### config.mk
export PLATFORM = sky130hd
export DESIGN_NAME = preg_freelist_ctrl
export DESIGN_NICKNAME = d
export VERILOG_FILES = /design/src/rtl/rename_pkg.sv /design/src/rtl/prio_enc_lsb.sv /design/src/rtl/preg_freelist_ctrl.sv
export SDC_FILE = /design/constraint.sdc
export NUM_CORES = 1
export LEC_CHECK = 0
export CORE_MARGIN = 3
export CORE_UTILIZATION = 55
export DETAILED_ROUTE_END_ITERATION = 10
export DONT_BUFFER_PORTS = 1
export HOLD_SLACK_MARGIN = 0.06
export PLACE_DENSITY = 0.73
export SLEW_MARGIN = 5
export SYNTH_ARGS = -nofsm -noshare
export SYNTH_HDL_FRONTEND = slang
export SYNTH_SLANG_ARGS = --single-unit
### constraint.sdc
create_clock -name CLK -period 4.3 [get_ports CLK]
set_input_delay 0.43 -clock CLK [delete_from_list [all_inputs] [get_ports CLK]]
set_output_delay 0.43 -clock CLK [all_outputs]
set_load 0.02 [all_outputs]
### src/rtl/rename_pkg.sv
// rtl/rename_pkg.sv - shared rename-stage sizes, tag type and free-list states
package rename_pkg;

  localparam int NUM_PREGS = 64;
  localparam int NUM_AREGS = 32;
  localparam int PTAG_W    = $clog2(NUM_PREGS);
  localparam int WIDX_W    = $clog2(NUM_AREGS);

  typedef logic [PTAG_W-1:0] ptag_t;

  typedef enum logic [1:0] {
    RUN      = 2'd0,
    REC_CLR  = 2'd1,
    REC_WALK = 2'd2
  } fl_state_t;

endpackage

### src/rtl/prio_enc_lsb.sv
// rtl/prio_enc_lsb.sv - lowest-set-bit priority encoder with valid flag
module prio_enc_lsb #(
  parameter int W     = 64,
  parameter int IDX_W = $clog2(W)
) (
  input  logic [W-1:0]     req_vec,
  output logic [IDX_W-1:0] idx,
  output logic             valid
);

  // Scanning from the top down lets the lowest set bit overwrite last.
  always_comb begin
    idx = '0;
    for (int i = W - 1; i >= 0; i--) begin
      if (req_vec[i]) idx = IDX_W'(i);
    end
  end

  assign valid = |req_vec;

endmodule

### src/rtl/preg_freelist_ctrl.sv
// rtl/preg_freelist_ctrl.sv - physical tag free list with flush rebuild from RRAT
// Optional FREELIST_CHECK_EN: sticky double-free flag and empty-fire assertion.
module preg_freelist_ctrl
  import rename_pkg::*;
(
  input  logic                        CLK,
  input  logic                        RESET,
  input  logic                        FLUSH,
  input  logic                        STALL,
  input  logic                        alloc_req,
  output logic                        alloc_ready,
  output logic [PTAG_W-1:0]           alloc_tag,
  input  logic                        free_valid,
  input  logic [PTAG_W-1:0]           free_tag,
  input  logic [NUM_AREGS*PTAG_W-1:0] rrat_map,
  output logic                        recovering,
  output logic [PTAG_W:0]             free_count,
  output logic                        err_double_free
);

  fl_state_t              state, state_n;
  logic [NUM_PREGS-1:0]   free_bm, free_bm_n;
  logic [PTAG_W:0]        count_n;
  logic [WIDX_W-1:0]      widx, widx_n;
  logic                   enc_valid;
  logic                   fire;
  logic                   free_ok;
  logic                   double_free;
  logic                   free_inc;
  logic [PTAG_W-1:0]      walk_tag;

  prio_enc_lsb #(.W(NUM_PREGS), .IDX_W(PTAG_W)) u_enc (
    .req_vec (free_bm),
    .idx     (alloc_tag),
    .valid   (enc_valid)
  );

  assign recovering  = (state != RUN);
  assign alloc_ready = (state == RUN) && enc_valid && (free_count != '0) && !FLUSH;
  assign fire        = alloc_req && alloc_ready && !STALL;
  assign free_ok     = (state == RUN) && !FLUSH && free_valid;
  // A tag returned in the same cycle it is granted was free only until this edge.
  assign double_free = free_ok && free_bm[free_tag] && !(fire && (alloc_tag == free_tag));
  assign free_inc    = free_ok && !double_free;
  assign walk_tag    = rrat_map[int'(widx)*PTAG_W +: PTAG_W];

  always_comb begin
    state_n   = state;
    free_bm_n = free_bm;
    count_n   = free_count;
    widx_n    = widx;
    if (FLUSH) begin
      state_n = REC_CLR;
    end else begin
      case (state)
        RUN: begin
          if (fire)    free_bm_n[alloc_tag] = 1'b0;
          if (free_ok) free_bm_n[free_tag]  = 1'b1;
          count_n = free_count - (PTAG_W+1)'(fire) + (PTAG_W+1)'(free_inc);
        end
        REC_CLR: begin
          free_bm_n = '1;
          count_n   = (PTAG_W+1)'(NUM_PREGS);
          widx_n    = '0;
          state_n   = REC_WALK;
        end
        REC_WALK: begin
          // Duplicate RRAT entries hit an already-cleared bit and are not recounted.
          if (free_bm[walk_tag]) begin
            free_bm_n[walk_tag] = 1'b0;
            count_n             = free_count - (PTAG_W+1)'(1);
          end
          widx_n = widx + WIDX_W'(1);
          if (widx == WIDX_W'(NUM_AREGS - 1)) state_n = RUN;
        end
        default: state_n = RUN;
      endcase
    end
  end

  always_ff @(posedge CLK or negedge RESET) begin
    if (!RESET) begin
      state      <= RUN;
      free_bm    <= {{(NUM_PREGS-NUM_AREGS){1'b1}}, {NUM_AREGS{1'b0}}};
      free_count <= (PTAG_W+1)'(NUM_PREGS - NUM_AREGS);
      widx       <= '0;
    end else begin
      state      <= state_n;
      free_bm    <= free_bm_n;
      free_count <= count_n;
      widx       <= widx_n;
    end
  end

`ifdef FREELIST_CHECK_EN
  always_ff @(posedge CLK or negedge RESET) begin
    if (!RESET) err_double_free <= 1'b0;
    else if (double_free) err_double_free <= 1'b1;
  end

  a_no_fire_when_empty: assert property (@(posedge CLK) disable iff (!RESET)
    !(fire && (free_count == '0)));
`else
  assign err_double_free = 1'b0;
`endif

endmodule

# After elaboration in Yosys (flattened, before gate mapping)
# Cells that the tools add are included.
# word_totals
reg_bits,78
inputBits,204
out_inout_bits,16
elab_cells,142
# classes
n_addsub,4
multipliers,1
n_lt_le_gt_ge,6
eq_ne,7
n_shift,1
mux,86
bitwise,6
reduce_logical,27
# op_table
op,n
two-way mux 6 bit,64
two-way mux 64 bit,5
case mux 64 bit (3 select lines),1
indexed part select 192 x 9 -> 6 bit,1
bitwise AND 64 bit,2
NOT 64 bit,2
bitwise OR 64 bit,1
OR reduction 64 bit,1
less-than comparator 6 x 7 -> 1 bit (second input constant),3
case mux 7 bit (3 select lines),1
demux 1 bit (select 6 bit),3
greater-or-equal comparator 6 x 1 -> 1 bit (second input constant),3
logical AND 1 bit,14
binary-select mux 1 bit (select 6 bit),2
case mux 5 bit (2 select lines),1
adder 7 x 1 -> 7 bit,1
multiplier 5 x 2 -> 7 bit (second input constant),1
two-way mux 7 bit,1
nonzero test 7 bit,1
subtractor 7 x 1 -> 7 bit,1
subtractor 7 x 1 -> 7 bit (second input constant),1
equality test 6 bit,1
case mux 2 bit (3 select lines),1
adder 5 x 1 -> 5 bit (second input constant),1
other kinds (14),25

# Longest topological paths before layout
# Gate-level depths: netlist of the first run.
# logic_depth
ltp_word,76
ltp_mapped,28
mapped_depth_nobuf,27

# By module
# A second synthesis of the first run with hierarchy kept.
# hier_totals
hier_cells,1263
area_unflattened_um2,9870.7
# by_module_without_submodules
mod,instances,cells_each,area_per_inst_um2,seq_area_each_um2
preg_freelist_ctrl,1,1118,8983.6,1993.2
prio_enc_lsb,1,145,887.1,0.0

# Worst setup path before layout of the first run
# OpenSTA, ideal clock, no wires.
# synth_path
path_type,reg-to-reg
from,register free_bm[57]
to,register free_count[6]
setup_ns,0.127
arrival_ns,4.394
t_required_ns,4.173
path_slack_ns,-0.221
stages_incl_launch_ff,28
period_less_slack_ns,4.521
cell_sequence,dfstp_2 > clkbuf_1 > nor4_1 > a21oi_1 > o21ai_0 > nand2_1 > a21bo_2 > a21boi_0 > o211a_1 > clkbuf_1 > xor2_1 > nor3_1 > a31oi_1 > ha_1 > inv_1 > ha_1 > inv_1 > fa_1 > o21bai_1 > a21oi_1 > nor2_1 > nor2_1 > nor2_1 > nor2_1 > xnor2_1 > nand3b_1 > a21oi_1 > a211oi_1
# synth_via
elab_chain_len,66
word_cells_on_any_way,80
# synth_rtl
item,line,rtl
start: declaration,preg_freelist_ctrl.sv:22,"logic [NUM_PREGS-1:0] free_bm, free_bm_n;"
start signal: assignment,preg_freelist_ctrl.sv:84,"free_bm <= {{(NUM_PREGS-NUM_AREGS){1'b1}}, {NUM_AREGS{1'b0}}};"
start signal: assignment,preg_freelist_ctrl.sv:89,free_bm <= free_bm_n;
two-way mux 6 bit (58 in a row),prio_enc_lsb.sv:15,if (req_vec[i]) idx = IDX_W'(i);
named net alloc_tag[2],preg_freelist_ctrl.sv:12,"output logic [PTAG_W-1:0] alloc_tag,"
equality test 6 bit,preg_freelist_ctrl.sv:43,assign double_free = free_ok && free_bm[free_tag] && !(fire && (alloc_tag == free_tag));
logical AND 1 bit,preg_freelist_ctrl.sv:43,
logical NOT 1 bit,preg_freelist_ctrl.sv:43,
logical AND 1 bit,preg_freelist_ctrl.sv:43,
logical NOT 1 bit,preg_freelist_ctrl.sv:44,assign free_inc = free_ok && !double_free;
logical AND 1 bit,preg_freelist_ctrl.sv:44,
adder 7 x 1 -> 7 bit,preg_freelist_ctrl.sv:59,count_n = free_count - (PTAG_W+1)'(fire) + (PTAG_W+1)'(free_inc);
case mux 7 bit (3 select lines),preg_freelist_ctrl.sv:55,case (state)
end signal: assignment,preg_freelist_ctrl.sv:85,free_count <= (PTAG_W+1)'(NUM_PREGS - NUM_AREGS);
end signal: assignment,preg_freelist_ctrl.sv:90,free_count <= count_n;
end: declaration,preg_freelist_ctrl.sv:17,"output logic [PTAG_W:0] free_count,"
# The timed path passes the listed nets, and every way through them passes these cells. The select of a mux whose other input is x is not followed.
# A chain may end at the register's enable or synchronous reset.

# Worst setup path in the final report of the first run
# layout_path
from,register free_bm[61]
to,register free_count[6]
# layout_via
elab_chain_len,70
word_cells_on_any_way,84
# layout_rtl
item,line
two-way mux 6 bit (62 in a row),prio_enc_lsb.sv:15
equality test 6 bit,preg_freelist_ctrl.sv:43
logical AND 1 bit,preg_freelist_ctrl.sv:43
logical NOT 1 bit,preg_freelist_ctrl.sv:43
logical AND 1 bit,preg_freelist_ctrl.sv:43
logical NOT 1 bit,preg_freelist_ctrl.sv:44
logical AND 1 bit,preg_freelist_ctrl.sv:44
adder 7 x 1 -> 7 bit,preg_freelist_ctrl.sv:59
case mux 7 bit (3 select lines),preg_freelist_ctrl.sv:55
# Parallel ways exist; a longest one is shown, timed or not. The select of a mux whose other input is x is not followed.

==> results of run 1 <==
-- final timing paths --
kind                                          from                        end  slack [ns]  cells after the start
setup / recovery           free_bm[61]$_DFFE_PN1P_  free_count[6]$_DFFE_PN0P_       -0.29                     26
hold / removal                               FLUSH       state[1]$_DFFE_PN0P_        0.13                      1
setup reg to reg           free_bm[61]$_DFFE_PN1P_  free_count[6]$_DFFE_PN0P_       -0.29                     26
hold reg to reg            free_bm[40]$_DFFE_PN1P_    free_bm[40]$_DFFE_PN1P_        0.58                      2
max in group asynchronous                    RESET    free_bm[59]$_DFFE_PN1P_        3.18                      2
min in group asynchronous                    RESET    free_bm[30]$_DFFE_PN0P_        0.72                      2
-- worst reg2reg max path, cell delays in order, from the launching register on --
cell	delay (ns)
dfstp_2	0.56
o31ai_4	0.08
a211oi_2	0.29
o31ai_4	0.12
a2111oi_4	0.41
o31ai_4	0.09
a21oi_2	0.21
nor2_2	0.07
nor3_2	0.20
nor2_2	0.09
xnor2_1	0.26
a31oi_2	0.20
ha_1	0.31
inv_1	0.06
ha_2	0.18
inv_2	0.04
fa_2	0.36
o21bai_4	0.16
a21oi_2	0.07
nor2_1	0.09
nor2_1	0.05
nor2_1	0.08
nor2_1	0.05
xnor2_1	0.17
nand3b_1	0.11
a21oi_2	0.13
a211oi_1	0.06
-- cell type report --
| cell class | instances | area, um^2 |
|---|---|---|
| Multi-Input combinational cell | 1032 | 7240 |
| Fill cell | 1389 | 4950 |
| Sequential cell | 78 | 2000 |
| Timing Repair Buffer | 231 | 1920 |
| Tap cell | 220 | 275 |
| Clock buffer | 9 | 225 |
| Inverter | 40 | 150 |
| Clock inverter | 7 | 86.3 |
| Antenna cell | 10 | 25.0 |
-- per-stage QoR --
step / cells / power (W)
floorplan: 1252 / 0.00360
global placement: 1577 / 0.00508
detailed placement: 1577 / 0.00515
CTS: 1611 / 0.00617
global route: 1624 / 0.00675
finish: 1627 / 0.00646
-- logic make-up after synthesis --
logic type	share of synthesized area (%)
mux	17.3
flops	20.6
simple gates	21.0
fa+ha+maj	2.80
buf+inv	6.52
xor+xnor	0.998
other cells	0.0388
compound gates	30.7
-- layout by cell type, fill, tap and decap left out, drive strengths merged, types with 33 or more instances in the layout --
cell type  instances
dfstp             33
dfrtp             45
a21oi            145
a31oi             40
nand2            149
buf              228
o31ai             35
nor2              98
mux4              39
nand3             41
o21ai             73
inv               45
mux2i             67
-- timing repair --
action                                 4_1_cts  5_1_grt
cloned                                       0        2
gates resized for setup                     16       34
hold buffers                                 2        0
buffers inserted                            17        8
setup endpoints to repair                    5       37
pin swaps                                   11        8
endpoints found under the hold margin       78        0
-- power by group --
part / total (W) / switching, W / internal, W
sequential: 0.00151 / 0.000362 / 0.00115
combinational: 0.00409 / 0.00226 / 0.00183
clock: 0.000865 / 0.000399 / 0.000466
total: 0.00646 / 0.00302 / 0.00344
-- state kept, by name (all words and copies together) (netlist names) --
name	cells
free_bm	64
free_count	7
state	2
widx	5
-- routing by layer --
layer  track usage, %  vias up  wire [um]
met1             57.3     5615      16200
met4             28.4        6       3620
met5                0        -         50
met2             67.5     1105      19800
met3             15.3      270       6980
li1                 -     5064          -
==> flow_summary.toml, run 1 <==
[timing]
period_needed_ns = 4.59
fin_crit_sh_pct = 107
drv_slew = 0
hold_viol = 0
finalClockSkew_ns = 0.0109
tightest_slew_ns = 1.21
setup_viol = 2
whs_ns = 0.129
rsz0062_at_grt = "true"
fin_ws_ns = -0.294
max-slew-margin-rel_pct = 19.2
max_freq_mhz = 218
finalSetupTns_ns = -0.371

[critical_path]
critPathMaxStageDelay_ns = 0.56
cp_max_fo = 2
required_ns = 4.54
cpMaxStageDelayCell = "dfstp_2"
critPathBufInv = 2
cp-start-kind = "flip-flop"
cp_top_family = "compound AO/OA/AOI/OAI gates"
criticalPathCategory = "flip-flop to flip-flop"
cp.arrival_ns = 4.84
crit_top_cell = "nor2_1"
endpoint_kind = "flip-flop"

[global_routing]
grt_max_degree = 79
antenna_found_initial = 12
grt_first_pass_wirelength_um = 67700
grt_pass1_vias = 11300
gr-total-overflow = 0
track_usage_pct = 45.6

[floorplanning]
die_x_um = 139
fp-row-count = 47
core_area_um2 = 16900
ios = 220
start_util_pct = 57.2
die_h_um = 139
dieArea_um2 = 19200

[clocking]
cts.sinks = 78
clkLatencyLatePin_ns = 0.36
clkTransAtPathRegs_ns = 0.08
clk_path_buf_depth = 2
cts_max_level = 3
clock-root-buffer = "clkbuf_16"
cts_tree = "yes"
cts-buffers-inserted = 9

[run_status]
failed_checks = "negative setup slack"
status = "finished, violations left"

[run]
maxCapViolCount = 0

[finish]
drive_above_1_share_pct = 28.4
final_core_util_pct = 70.7
area_delta_synth_final_pct = 23.5
final_area_um2 = 11900
nets = 1617

[pwr]
power_density_nw_per_um2 = 542
power_leakage_nw = 4.59
ir_drop_uv = 403

[routing]
drt_iter0_markers = 1718
vias = 12100
first_pass_iters = 6
drt_wl_total_um = 46700
route.detailed.wl_per_inst_um = 28.7
ant_nets = 0
drcViolationCount = 0
viasPerCell = 7.41

[synthesis]
ys_async_sr_fraction_pct = 100
ys_types = 79
synth_top_area_share_pct = 11.7
yosys-top-cells-count = "nand2_1 (149), a21oi_1 (145), nor2_1 (95)"
synthFlopType = "dfrtp_1"
syn_inst = 1252
syn_area_um2 = 9660
synth_edf_count = 0
synth_seq_area_share_pct = 20.6
synth.most_common_cell = "nand2_1"
syn_nets = 1477
synth_area_leaders = "dfrtp_1 (12%), mux4_2 (9.1%), dfstp_2 (9.0%)"
syn-mean-instance-area_um2 = 7.71
ys_ff_latch = 78
yosys_warnings = 0
netlist.top_cell.by_area = "dfrtp_1"

[min_path]
min_path_type = "input pin to flip-flop"

[place]
placed_area_um2 = 11200
dp_slack_ns = -0.556
dp_hpwl_um = 33200
gp_congestion = 1.04
io_buffers = 0
No activity file was read; power rests on OpenSTA's default activity.
==> run 2: changes to the inputs <==
--- a/config.mk
+++ b/config.mk
@@ -7,9 +7,9 @@
 export LEC_CHECK = 0
 export CORE_MARGIN = 3
-export CORE_UTILIZATION = 55
+export CORE_UTILIZATION = 50
 export DETAILED_ROUTE_END_ITERATION = 10
 export DONT_BUFFER_PORTS = 1
 export HOLD_SLACK_MARGIN = 0.06
-export PLACE_DENSITY = 0.73
+export PLACE_DENSITY = 0.68
 export SLEW_MARGIN = 5
 export SYNTH_ARGS = -nofsm -noshare
==> constraint.sdc (replaced) <==
create_clock -name CLK -period 4.3 [get_ports CLK]
set_input_delay 0.86 -clock CLK [delete_from_list [all_inputs] [get_ports CLK]]
set_output_delay 0.86 -clock CLK [all_outputs]
set_load 0.02 [all_outputs]
==> flow_summary.toml, run 2 (same netlist as run 1, synthesis figures left out) <==
[global_routing]
grt_first_pass_wirelength_um = 67300
grt_pass1_vias = 11200
gr-total-overflow = 0
antenna_found_initial = 6
track_usage_pct = 41.5
grt_max_degree = 79

[floorplanning]
die_h_um = 145
ios = 220
dieArea_um2 = 21000
fp-row-count = 50
die_x_um = 145
core_area_um2 = 18800
start_util_pct = 51.3

[routing]
viasPerCell = 7.16
ant_nets = 0
drt_wl_total_um = 46200
first_pass_iters = 6
drt_iter0_markers = 1851
route.detailed.wl_per_inst_um = 27.9
drcViolationCount = 0
vias = 11900

[critical_path]
criticalPathCategory = "flip-flop to flip-flop"
r2r_cells = 26
critPathMaxStageDelay_ns = 0.37
endpoint_kind = "flip-flop"
cp-start-kind = "flip-flop"
crit_top_cell = "nor2_1"
required_ns = 4.55
path_depth = 26
cp.arrival_ns = 4.71
cp_top_family = "compound AO/OA/AOI/OAI gates"
cp_max_fo = 7
cpMaxStageDelayCell = "dfstp_2"
critPathBufInv = 3

[pwr]
ir_drop_uv = 358
power_w = 0.00625
power_leakage_nw = 4.57
power_density_nw_per_um2 = 525

[finish]
nets = 1613
fill_cells = 1683
mostFrequentLayoutCell = "buf_4"
final_core_util_pct = 63.2
largest_reg_flops = 64
top_register = "free_bm"
final_area_um2 = 11900
drive_above_1_share_pct = 28.3
final_cells = 1657
top_regs = "free_bm: 64 flops, free_count: 7 flops, widx: 5 flops"
final_cell_mix = "buf_4 (212), nand2_1 (148), a21oi_1 (141)"
area_delta_synth_final_pct = 23.3

[place]
place_inst = 1622
gp_congestion = 1.09
dp_hpwl_um = 33300
dp_slack_ns = -0.236
placed_area_um2 = 11300
io_buffers = 0

[timing]
tightest_slew_ns = 1.05
period_needed_ns = 4.46
rsz0062_at_grt = "true"
fin_ws_ns = -0.158
setup_viol = 2
max_freq_mhz = 224
hold_viol = 0
drv_slew = 0
fin_crit_sh_pct = 104
max-slew-margin-rel_pct = 30.0
finalClockSkew_ns = 0.0134

[clocking]
cts-buffers-inserted = 9
cts.sinks = 78
clkTransAtPathRegs_ns = 0.08
cts_tree = "yes"
clock-root-buffer = "clkbuf_16"
cts_max_level = 3
clkLatencyLatePin_ns = 0.37
clk_path_buf_depth = 2

[run]
maxCapViolCount = 0

[min_path]
min_path_type = "input pin to async pin"

[run_status]
status = "finished, violations left"
failed_checks = "negative setup slack"
[run 2: cell count changes in the layout (fill, tap and decap cells not counted), sizes merged]
cell / previous run / this run
clkinv: 0 / 4
diode: 10 / 4
buf: 228 / 226
dlygate4sd3: 1 / 0
inv: 45 / 40
[run 2: metal layers]
layer	wire, um	GRT usage [%]	vias up
met5	0	0	-
met4	3500	25.2	0
met3	6360	12.8	232
met2	20200	63.8	1029
met1	16100	51.1	5542
li1	-	-	5054
[run 2: power breakdown]
part	switching [W]	internal (W)
combinational	0.00217	0.00174
sequential	0.000350	0.00115
clock	0.000391	0.000456
[run 2: worst paths after layout]
| kind | to | slack, ns | startpoint |
|---|---|---|---|
| worst max-delay path | free_count[6]$_DFFE_PN0P_ | -0.16 | free_bm[57]$_DFFE_PN1P_ |
| worst min-delay path | free_bm[16]$_DFFE_PN0P_ | 0.18 | RESET |
| worst max register to register | free_count[6]$_DFFE_PN0P_ | -0.16 | free_bm[57]$_DFFE_PN1P_ |
| worst min register to register | free_bm[39]$_DFFE_PN1P_ | 0.56 | free_bm[39]$_DFFE_PN1P_ |
| max in group asynchronous | free_bm[59]$_DFFE_PN1P_ | 3.89 | RESET |
| min in group CLK | state[1]$_DFFE_PN0P_ | 0.56 | FLUSH |
[run 2: final cells by class]
cell class / instances / area [um^2] / area share [%]
Multi-Input combinational cell: 1032 / 7230 / 60.7
Sequential cell: 78 / 2000 / 16.8
Timing Repair Buffer: 227 / 1890 / 15.9
Tap cell: 260 / 325 / 2.73
Clock buffer: 10 / 229 / 1.92
Inverter: 40 / 150 / 1.26
Clock inverter: 6 / 72.6 / 0.609
Antenna cell: 4 / 10.0 / 0.0841
[run 2: worst reg2reg max path: stages, from the launching register on]
cell and delay (ns):
dfstp_2 0.37, buf_4 0.15, nor4_2 0.32, a21oi_1 0.10, o21ai_0 0.19, nand2_1 0.07, a21bo_2 0.24, a21boi_0 0.28
o211a_1 0.26, xor2_1 0.20, nor3_2 0.07, a31oi_4 0.23, ha_1 0.26, inv_1 0.06, ha_2 0.18, inv_2 0.04
fa_2 0.33, o21bai_1 0.17, a21oi_2 0.09, nor2_1 0.09, nor2_1 0.05, nor2_1 0.08, nor2_1 0.05, xnor2_1 0.17
nand3b_1 0.10, a21oi_1 0.15, a211oi_1 0.06
[run 2: through the flow]
step,hold WS (ns),setup TNS [ns]
after CTS,0.181,-0.0915
after floorplan,0.482,0
final,0.182,-0.211
after global routing,0.173,-0.960
after global placement,0.528,-0.283
after detailed placement,0.538,-0.383
[run 2: what timing repair did]
item	4_1_cts	5_1_grt
setup endpoints to repair	10	67
buffers inserted	8	6
hold buffers	0	0
gates resized for setup	7	34
cloned	0	1
pin swaps	5	4
